File: config.mk
export PLATFORM = sky130hd
export DESIGN_NAME = sti_dac_sched
export DESIGN_NICKNAME = d
export VERILOG_FILES = /design/src/rtl/sti_pkg.sv /design/src/rtl/sti_rr_arb.sv /design/src/rtl/sti_dac_sched.sv
export SDC_FILE = /design/constraint.sdc
export NUM_CORES = 1
export LEC_CHECK = 0
export CAP_MARGIN = 20
export CORE_MARGIN = 1
export CORE_UTILIZATION = 43
export DETAILED_ROUTE_END_ITERATION = 12
export PLACE_DENSITY = 0.83
export RECOVER_POWER = 25
export SYNTH_ARGS = -nofsm -noshare
export SYNTH_HDL_FRONTEND = slang
export SYNTH_SLANG_ARGS = --single-unit
File: constraint.sdc
create_clock -name i_clk -period 2.2 [get_ports i_clk]
set_input_delay 0.66 -clock i_clk [delete_from_list [all_inputs] [get_ports i_clk]]
set_output_delay 0.66 -clock i_clk [all_outputs]
set_load 0.005 [all_outputs]
File: src/rtl/sti_pkg.sv
// Shared types and constants for the STI/DAC load scheduler.
// Holds the sequencer states, converter length codes and requester cfg layout.
package sti_pkg;

  localparam int DATA_W = 16;
  localparam int CFG_W  = 5;

  // Requester cfg word is {length[1:0], fill, msb, low}
  localparam int CFG_LOW  = 0;
  localparam int CFG_MSB  = 1;
  localparam int CFG_FILL = 2;
  localparam int CFG_LEN  = 3;

  typedef enum logic [2:0] {
    IDLE, LOAD, START_WAIT, XFER, GAP, END, END_WAIT, DONE
  } state_t;

  typedef enum logic [1:0] {
    LEN8  = 2'd0,
    LEN16 = 2'd1,
    LEN24 = 2'd2,
    LEN32 = 2'd3
  } len_t;

  // Serial bits the converter emits for a length code: 8 * (length + 1)
  function automatic logic [5:0] exp_bits(input logic [1:0] len);
    return {1'b0, len, 3'b000} + 6'd8;
  endfunction

endpackage

File: src/rtl/sti_rr_arb.sv
// N-way round-robin arbiter: combinational grant from a rotating priority pointer.
// The pointer moves to grant+1 only when the caller strobes i_adv on a valid grant.
module sti_rr_arb #(
  parameter int N = 4
) (
  input  logic                 i_clk,
  input  logic                 i_rst_n,
  input  logic [N-1:0]         i_elig,
  input  logic                 i_adv,
  output logic [N-1:0]         o_grant,
  output logic [$clog2(N)-1:0] o_idx,
  output logic                 o_valid
);

  localparam int IW = $clog2(N);

  logic [IW-1:0] r_ptr;

  always_comb begin
    logic [IW:0]   w_sum;
    logic [IW-1:0] w_j;
    o_grant = '0;
    o_idx   = '0;
    o_valid = 1'b0;
    w_sum   = '0;
    w_j     = '0;
    // Scan farthest offset first so the closest eligible requester wins
    for (int k = N - 1; k >= 0; k--) begin
      w_sum = {1'b0, r_ptr} + (IW + 1)'(k);
      if (w_sum >= (IW + 1)'(N)) w_sum = w_sum - (IW + 1)'(N);
      w_j = w_sum[IW-1:0];
      if (i_elig[w_j]) begin
        o_idx   = w_j;
        o_valid = 1'b1;
      end
    end
    o_grant[o_idx] = o_valid;
  end

  always_ff @(posedge i_clk or negedge i_rst_n) begin
    if (!i_rst_n) begin
      r_ptr <= '0;
    end else if (i_adv && o_valid) begin
      r_ptr <= (o_idx == IW'(N - 1)) ? '0 : o_idx + 1'b1;
    end
  end

endmodule

File: src/rtl/sti_dac_sched.sv
// Load scheduler for the serial-transmit/pixel-DAC converter: arbitrates word
// requesters, checks serial bit counts and sequences the end/pixel-finish handshake.
module sti_dac_sched
  import sti_pkg::*;
#(
  parameter int N           = 4,
  parameter int TIMEOUT     = 16,
  parameter int FIN_TIMEOUT = 1024
) (
  input  logic                i_clk,
  input  logic                i_rst_n,
  input  logic [N-1:0]        i_req,
  input  logic [16*N-1:0]     i_req_data,
  input  logic [5*N-1:0]      i_req_cfg,
  input  logic [N-1:0]        i_req_last,
  input  logic                i_flush,
  output logic [N-1:0]        o_ack,
  output logic                o_sti_load,
  output logic [15:0]         o_sti_data,
  output logic [1:0]          o_sti_length,
  output logic                o_sti_fill,
  output logic                o_sti_msb,
  output logic                o_sti_low,
  output logic                o_sti_end,
  input  logic                i_sti_so_valid,
  input  logic                i_sti_pixel_finish,
  output logic                o_busy,
  output logic                o_done,
  output logic                o_err_timeout,
  output logic                o_err_count,
  output logic [15:0]         o_words_sent
);

  state_t                r_state, w_next;
  logic [N-1:0]          r_last_seen;
  logic                  r_flush_pend;
  logic [15:0]           r_cnt;
  logic [5:0]            r_bitcnt;
  logic [5:0]            r_exp;

  logic [N-1:0]          w_grant;
  logic [$clog2(N)-1:0]  w_idx;
  logic                  w_gvalid;
  logic [DATA_W-1:0]     w_data_arr [N];
  logic [CFG_W-1:0]      w_cfg_arr  [N];
  logic [DATA_W-1:0]     w_word;
  logic [CFG_W-1:0]      w_cfg;
  logic                  w_end_req, w_go_load, w_go_end;
  logic                  w_start_to, w_fin_to;

  for (genvar gi = 0; gi < N; gi++) begin : g_unpack
    assign w_data_arr[gi] = i_req_data[gi*DATA_W +: DATA_W];
    assign w_cfg_arr[gi]  = i_req_cfg[gi*CFG_W +: CFG_W];
  end

  assign w_word = w_data_arr[w_idx];
  assign w_cfg  = w_cfg_arr[w_idx];

  sti_rr_arb #(.N(N)) u_arb (
    .i_clk   (i_clk),
    .i_rst_n (i_rst_n),
    .i_elig  (i_req & ~r_last_seen),
    .i_adv   (w_go_load),
    .o_grant (w_grant),
    .o_idx   (w_idx),
    .o_valid (w_gvalid)
  );

  // A flush pulse in the same IDLE cycle as a request still wins
  assign w_end_req  = (&r_last_seen) | r_flush_pend | i_flush;
  assign w_start_to = (r_state == START_WAIT) && !i_sti_so_valid && (r_cnt == 16'(TIMEOUT - 1));
  assign w_fin_to   = (r_state == END_WAIT) && !i_sti_pixel_finish && (r_cnt == 16'(FIN_TIMEOUT));

  always_ff @(posedge i_clk or negedge i_rst_n) begin
    if (!i_rst_n) r_state <= IDLE;
    else          r_state <= w_next;
  end

  always_comb begin
    w_next = r_state;
    case (r_state)
      IDLE:       if (w_end_req) w_next = END;
                  else if (w_gvalid) w_next = LOAD;
      LOAD:       w_next = START_WAIT;
      START_WAIT: if (i_sti_so_valid) w_next = XFER;
                  else if (w_start_to) w_next = IDLE;
      XFER:       if (!i_sti_so_valid) w_next = GAP;
      GAP:        w_next = IDLE;
      END:        w_next = END_WAIT;
      END_WAIT:   if (i_sti_pixel_finish || w_fin_to) w_next = DONE;
      DONE:       w_next = DONE;
      default:    w_next = IDLE;
    endcase
  end

  assign w_go_load = (r_state == IDLE) && (w_next == LOAD);
  assign w_go_end  = (r_state == IDLE) && (w_next == END);

  always_ff @(posedge i_clk or negedge i_rst_n) begin
    if (!i_rst_n) begin
      r_last_seen   <= '0;
      r_flush_pend  <= 1'b0;
      r_cnt         <= '0;
      r_bitcnt      <= '0;
      r_exp         <= '0;
      o_ack         <= '0;
      o_sti_load    <= 1'b0;
      o_sti_data    <= '0;
      o_sti_length  <= '0;
      o_sti_fill    <= 1'b0;
      o_sti_msb     <= 1'b0;
      o_sti_low     <= 1'b0;
      o_sti_end     <= 1'b0;
      o_busy        <= 1'b0;
      o_done        <= 1'b0;
      o_err_timeout <= 1'b0;
      o_err_count   <= 1'b0;
      o_words_sent  <= '0;
    end else begin
      o_sti_load <= w_go_load;
      o_ack      <= w_go_load ? w_grant : '0;
      if (w_go_load) begin
        o_sti_data   <= w_word;
        o_sti_length <= w_cfg[CFG_LEN +: 2];
        o_sti_fill   <= w_cfg[CFG_FILL];
        o_sti_msb    <= w_cfg[CFG_MSB];
        o_sti_low    <= w_cfg[CFG_LOW];
        r_exp        <= exp_bits(w_cfg[CFG_LEN +: 2]);
        o_words_sent <= o_words_sent + 16'd1;
        if (i_req_last[w_idx]) r_last_seen <= r_last_seen | w_grant;
      end

      if (w_go_end)     r_flush_pend <= 1'b0;
      else if (i_flush) r_flush_pend <= 1'b1;

      // One counter serves both the start wait and the pixel-finish wait
      if (w_go_load || w_go_end)
        r_cnt <= '0;
      else if (r_state inside {LOAD, START_WAIT, END, END_WAIT})
        r_cnt <= r_cnt + 16'd1;

      if (r_state == START_WAIT && i_sti_so_valid)
        r_bitcnt <= 6'd1;
      else if (r_state == XFER && i_sti_so_valid && r_bitcnt != 6'd63)
        r_bitcnt <= r_bitcnt + 6'd1;

      if (r_state == XFER && !i_sti_so_valid && r_bitcnt != r_exp) o_err_count <= 1'b1;
      if (w_start_to || w_fin_to) o_err_timeout <= 1'b1;

      o_sti_end <= (w_next == END) || (w_next == END_WAIT);
      o_busy    <= (w_next != IDLE) && (w_next != DONE);
      if (w_next == DONE) o_done <= 1'b1;
    end
  end

endmodule

==> results of run 1 <==
## layout make-up
type,count,area (um2)
multi-input cells,340,2530
clock inverters,4,97.6
flip-flops and latches,82,2050
repair buffers,202,1950
fillers,809,3670
clock buffers,12,155
well taps,140,175
inverters,41,160
## registers in the layout, summed over array words and instances (netlist names)
signal         flops
r_cnt             16
o_sti_length       2
r_last_seen        4
o_ack              4
o_done             1
o_err_count        1
r_exp              3
o_sti_low          1
o_sti_load         1
o_sti_msb          1
r_flush_pend       1
o_words_sent      16
o_busy             1
r_bitcnt           6
o_sti_end          1
o_err_timeout      1
o_sti_fill         1
u_arb.r_ptr        2
r_state            3
o_sti_data        16
## stage by stage
step | util, % | std cells | worst slack (ns) | hold WS [ns]
after floorplan | - | 484 | -0.0715 | 0.364
after global placement | 61.9 | 796 | -0.602 | 0.456
after detailed placement | 61.9 | 796 | -0.682 | 0.460
after CTS | 65.4 | 818 | 0.0274 | 0.232
after global routing | 66.0 | 821 | -0.118 | 0.500
final | 66.0 | 821 | -0.0301 | 0.479
## worst min-delay path by stage
| stage | endpoint | slack (ns) | cells after the start |
|---|---|---|---|
| floorplan | o_ack[0]$_DFF_PN0_ | 0.36 | 0 |
| global placement | o_done$_DFFE_PN0N_ | 0.46 | 1 |
| detailed placement | o_done$_DFFE_PN0N_ | 0.46 | 1 |
| CTS | o_words_sent[6]$_DFFE_PN0P_ | 0.23 | 1 |
| global route | o_words_sent[15]$_DFFE_PN0P_ | 0.50 | 1 |
| finish | o_done$_DFFE_PN0N_ | 0.48 | 1 |
## cells by family after synthesis
group	Yosys count	synth area share, %
fa+ha+maj	10	2.63
flops	82	43.1
simple gates	169	18.4
mux	22	4.63
xor+xnor	39	7.18
compound gates	100	18.0
buf+inv	62	6.10
## power by group through the flow
stage	Sequential [W]	Combinational, W	Clock (W)
after CTS	0.00175	0.000818	0.00137
final	0.00175	0.000828	0.00135
after global routing	0.00177	0.000906	0.00144
after floorplan	0.00176	0.000403	0
after detailed placement	0.00178	0.000801	0
after global placement	0.00177	0.000756	0
## placed cells by master, fill, tap and decap left out, drive strengths merged, types with 2 or more instances in the layout
| cell | instances |
|---|---|
| a211oi | 59 |
| nand3 | 17 |
| bufinv | 3 |
| mux2i | 22 |
| o211ai | 5 |
| and4 | 2 |
| and3 | 3 |
| nor2 | 59 |
| xor2 | 19 |
| xnor2 | 20 |
| dfrtp | 82 |
| clkdlybuf4s50 | 138 |
| nor4b | 2 |
| o311a | 2 |
| a211o | 2 |
| o31ai | 5 |
| ha | 10 |
| nand2b | 5 |
| a21o | 2 |
| buf | 59 |
| o21ai | 4 |
| a21boi | 3 |
| nand2 | 36 |
| clkbuf | 15 |
| or2 | 2 |
| nand4 | 9 |
| or3b | 2 |
| a21oi | 6 |
| nor4 | 4 |
| nor3 | 11 |
| nor2b | 6 |
| inv | 40 |
| and2 | 3 |
## metal layers
metal	wire length [um]	share of wire [%]	up-vias
li1	-	-	2087
met1	5230	38	2180
met2	7030	51	204
met3	885	6.4	64
met4	760	5.5	0
met5	0	0	-
## worst max-delay path: stages, from the launching register on
cell	delay (ns)
dfrtp_1	0.45
or3b_4	0.44
o211ai_1	0.15
a21o_1	0.23
buf_4	0.13
buf_6	0.12
ha_1	0.14
nand2_1	0.09
o31ai_1	0.35
## timing repair
item | in CTS | in global routing
resized for setup | 24 | 16
gates cloned | 0 | 0
hold buffers | 0 | 0
buffers inserted | 6 | 3
pin swaps | 9 | 11
setup endpoints to repair | 41 | 13
==> results.toml, run 1 <==
[outcome]
status = "complete, but fails checks"
violations = "capacitance limit, slew limit, setup timing"

[drt]
drt-total-wl_mm = 13.9
ant_nets = 0
wl_per_cell_um = 16.9
drc = 0
vias = 4535
post_drt_via_cell_ratio = 5.52
drtIter0Drc = 169
dr.pass1.iters = 4

[worst_setup_path]
cp-startpoint = "r_last_seen[2]$_DFFE_PN0P_"
reg2reg_from = "r_last_seen[2]$_DFFE_PN0P_"
crit_end = "r_last_seen[2]$_DFFE_PN0P_"
reg2reg_depth = 8
cp.required_ns = 2.44
startpoint_type = "flop"
crit_path_max_fanout = 6
r2r_end = "r_last_seen[2]$_DFFE_PN0P_"
crit_path_end_kind = "flop"
cp.arrival_ns = 2.47
r2r_slack_ns = -0.03
critical_path_class = "reg -> reg"

[timing]
worstMarginPinSlew_ns = 1.69
relSlewSlack_pct = -12.6
setup_viol = 1
finalHoldViolations = 0
setup_slack_ns = -0.0301
fin_crit_sh_pct = 101
drv_slew = 30
fin_setup_tns_ns = -0.0301
period_minus_slack_ns = 2.23
fmax_mhz = 448
finClkSkew_ns = 0.0116

[hold_path]
hp-start = "o_done$_DFFE_PN0N_"
min_path_type = "reg -> reg"

[synth]
synthTopCellsByCount = "dfrtp_1, nor2_1, a211oi_1"
synth_nets = 591
ys_ff_latch = 82
synth.area.top_cells = "dfrtp_1, a211oi_1, mux2i_1"
synth_area_leader_cell = "dfrtp_1"
synth_flop_cell = "dfrtp_1"
avgSynthCellArea_um2 = 9.83
synth_area_mm2 = 0.00476
synth_top_area_share_pct = 43.1
synth_edf_count = 0
synth-seq-area-share_pct = 43.1
postSynthCellCount = 484
yosys_warnings = 0
yosysMostFrequentCell = "dfrtp_1"
async_flop_share_pct = 100
synth_cell_types = 68

[power]
ir_worst_vdd_mv = 0.384
powerDensity_mw_per_mm2 = 552
clkPwrFrac_pct = 34.4
p_sw_share_pct = 26.9
p_leak_nw = 3.05
power_frac_comb_pct = 21.0
switchingPower_w = 0.00106
power.internal_w = 0.00287
p_seq_share_pct = 44.5
finalPower_w = 0.00393

[global_route]
grt.total_usage_pct = 25.2
globalRoute.totalOverflow = 0
use_met3_pct = 5.23
grt_start_max_net_pins = 54
grt_pass1_vias = 4770
grt_first_pass_wirelength_mm = 22.3
met1_usage_pct = 27.0
busiest_layer = "met2"
use_met2_pct = 44.5
antenna_found_initial = 0

[finish]
insertedDiodeCount = 0
final_area_mm2 = 0.00712
final_net_count = 783
drive_gt1_share_pct = 18.8
area_growth_pct = 49.6

[die]
row_count = 38
die_w_um = 107
ioPinCount = 144
core_mm2 = 0.0108
dieArea_mm2 = 0.0115
start_util_pct = 44.1
die_y_um = 107

[clock_network]
cts_root_buffer = "clkbuf_8"
cts_buffers = 9
clock-sinks = 82
cts_tree = "done"
cts.htree.levels = 3
clock_latency_ns = 0.36
clkTransAtPathRegs_ns = 0.08
cts.path.max_buffers = 2

[place]
post_dp_cell_area_mm2 = 0.00669
dp_hpwl_mm = 10.2
portBuffers = 143
routabilityCongestion = 0.842

[flow_run]
maxCapViolCount = 1
Power figures use the tool's default switching activity.
==> inputs of run 2 (changes only) <==
SLEW_MARGIN = 20   (was unset)
==> results of run 2 <==
No change in the layout: final DEF, timing and power equal those of run 1.
==> inputs of run 3 (changes only) <==
MAX_ROUTING_LAYER = met4   (was unset)
==> results.toml, run 3 (synthesized netlist as in run 1, its figures left out) <==
[power]
powerDensity_mw_per_mm2 = 552
finalPower_w = 0.00393
power_frac_comb_pct = 21.0
power.internal_w = 0.00287
clkPwrFrac_pct = 34.5
p_seq_share_pct = 44.6
p_sw_share_pct = 26.9
ir_worst_vdd_mv = 0.388
switchingPower_w = 0.00106
p_leak_nw = 3.05

[global_route]
grt_start_max_net_pins = 54
globalRoute.totalOverflow = 0
grt.total_usage_pct = 25.9
antenna_found_initial = 0
grt_pass1_vias = 4772
grt_first_pass_wirelength_mm = 22.3

[worst_setup_path]
cp.required_ns = 2.44
r2r_end = "r_last_seen[2]$_DFFE_PN0P_"
cp.arrival_ns = 2.43
crit_path_end_kind = "flop"
r2r_slack_ns = 0.01
reg2reg_depth = 8
reg2reg_from = "r_last_seen[2]$_DFFE_PN0P_"
crit_path_max_fanout = 6
startpoint_type = "flop"
critical_path_class = "reg -> reg"

[timing]
relSlewSlack_pct = -13.8
finalHoldViolations = 0
setup_viol = 0
period_minus_slack_ns = 2.19
fin_crit_sh_pct = 99.5
setup_slack_ns = 0.0102
drv_slew = 30
worstMarginPinSlew_ns = 1.71
fmax_mhz = 457
finClkSkew_ns = 0.0127

[clock_network]
cts_root_buffer = "clkbuf_8"
clkTransAtPathRegs_ns = 0.08
clock_latency_ns = 0.36
cts_tree = "done"
cts_buffers = 9
clock-sinks = 82
cts.hold.buffers_added = 0
cts.path.max_buffers = 2
cts.htree.levels = 3

[drt]
wl_met1_mm = 5.26
dr.pass1.iters = 4
post_drt_via_cell_ratio = 5.48
drc = 0
wl_met3_um = 821
wl_per_cell_um = 16.7
drt-total-wl_mm = 13.7
dr_wl_met2_mm = 7.03
vias = 4503
drtIter0Drc = 162
topRoutingLayerUsed = "met4"
ant_nets = 0

[finish]
area_growth_pct = 49.6
layout_common_cells = "clkdlybuf4s50_1, dfrtp_1, nor2_1"
largestRegisters = "o_sti_data x16, o_words_sent x16, r_cnt x16"
ff_latch_area_mm2 = 0.00205
final_net_count = 783
insertedDiodeCount = 0
drive_gt1_share_pct = 18.8
fillCellCount = 809
fin_cells = 821
final_area_mm2 = 0.00712
multi_input_area_mm2 = 0.00253
mostFrequentLayoutCell = "clkdlybuf4s50_1"

[die]
dieArea_mm2 = 0.0115
die_y_um = 107
row_count = 38
die_w_um = 107
ioPinCount = 144
core_mm2 = 0.0108
start_util_pct = 44.1

[place]
dp_hpwl_mm = 10.2
dpl_worst_slack_ns = -0.682
post_dp_cell_area_mm2 = 0.00669
routabilityCongestion = 0.855
portBuffers = 143
post-place-cells = 796

[hold_path]
hold_depth = 1
hp-start = "o_done$_DFFE_PN0N_"
whs_endpoint = "o_done$_DFFE_PN0N_"
min_path_type = "reg -> reg"

[outcome]
status = "complete, but fails checks"
violations = "capacitance limit, slew limit"

[flow_run]
maxCapViolCount = 1
[run 3: cell counts in the layout (fill, tap and decap cells not counted)]
No cell type changed its count.
[run 3: final cells by class]
type,instances,area share [%]
multi-input combinational,340,35.6
sequential,82,28.8
timing repair buffer,202,27.3
tap,140,2.46
inverter,41,2.25
clock buffer,12,2.18
clock inverter,4,1.37
[run 3: repair_timing]
item | in CTS | in global routing
buffers inserted | 6 | 3
cloned | 0 | 0
pin swaps | 9 | 11
endpoints found under the setup margin | 41 | 13
gates resized for setup | 24 | 16
[run 3: stage by stage]
stage	utilization (%)	TNS [ns]	hold WS, ns
CTS	65.4	0	0.232
detailed placement	61.9	-28.29	0.460
finish	66.0	0	0.479
global route	66.0	-0.0600	0.500
global placement	61.9	-24.44	0.456
floorplan	-	-0.0715	0.364
[run 3: metal layers]
| metal | global-route usage [%] | vias to the layer above |
|---|---|---|
| li1 | - | 2087 |
| met1 | 27.5 | 2155 |
| met2 | 44.5 | 203 |
| met3 | 4.50 | 58 |
| met4 | 17.1 | 0 |
| met5 | - | - |
[run 3: how the worst max path moves through the flow]
stage | to | startpoint | slack [ns] | depth (start not counted)
2_1_floorplan | r_exp[4]$_DFFE_PN0P_ | i_req[0] | -0.07 | 8
3_3_place_gp | r_exp[4]$_DFFE_PN0P_ | i_req[2] | -0.60 | 10
3_5_place_dp | r_last_seen[1]$_DFFE_PN0P_ | i_req[0] | -0.68 | 10
4_1_cts | r_exp[4]$_DFFE_PN0P_ | i_req[0] | 0.03 | 9
5_1_grt | r_last_seen[2]$_DFFE_PN0P_ | r_last_seen[2]$_DFFE_PN0P_ | -0.05 | 8
6_report | r_last_seen[2]$_DFFE_PN0P_ | r_last_seen[2]$_DFFE_PN0P_ | 0.01 | 8
[run 3: critical path, cell delays in order (launching register included)]
cell      delay, ns
dfrtp_1        0.44
or3b_4         0.44
o211ai_1       0.15
a21o_1         0.23
buf_4          0.14
buf_6          0.12
ha_1           0.14
nand2_1        0.09
o31ai_1        0.33
[run 3: power groups by stage]
stage	clock [W]	combinational (W)	sequential, W
5_1_grt	0.00144	0.000906	0.00177
3_5_place_dp	0	0.000801	0.00178
4_1_cts	0.00137	0.000818	0.00175
3_3_place_gp	0	0.000756	0.00177
2_1_floorplan	0	0.000403	0.00176
6_report	0.00136	0.000824	0.00175
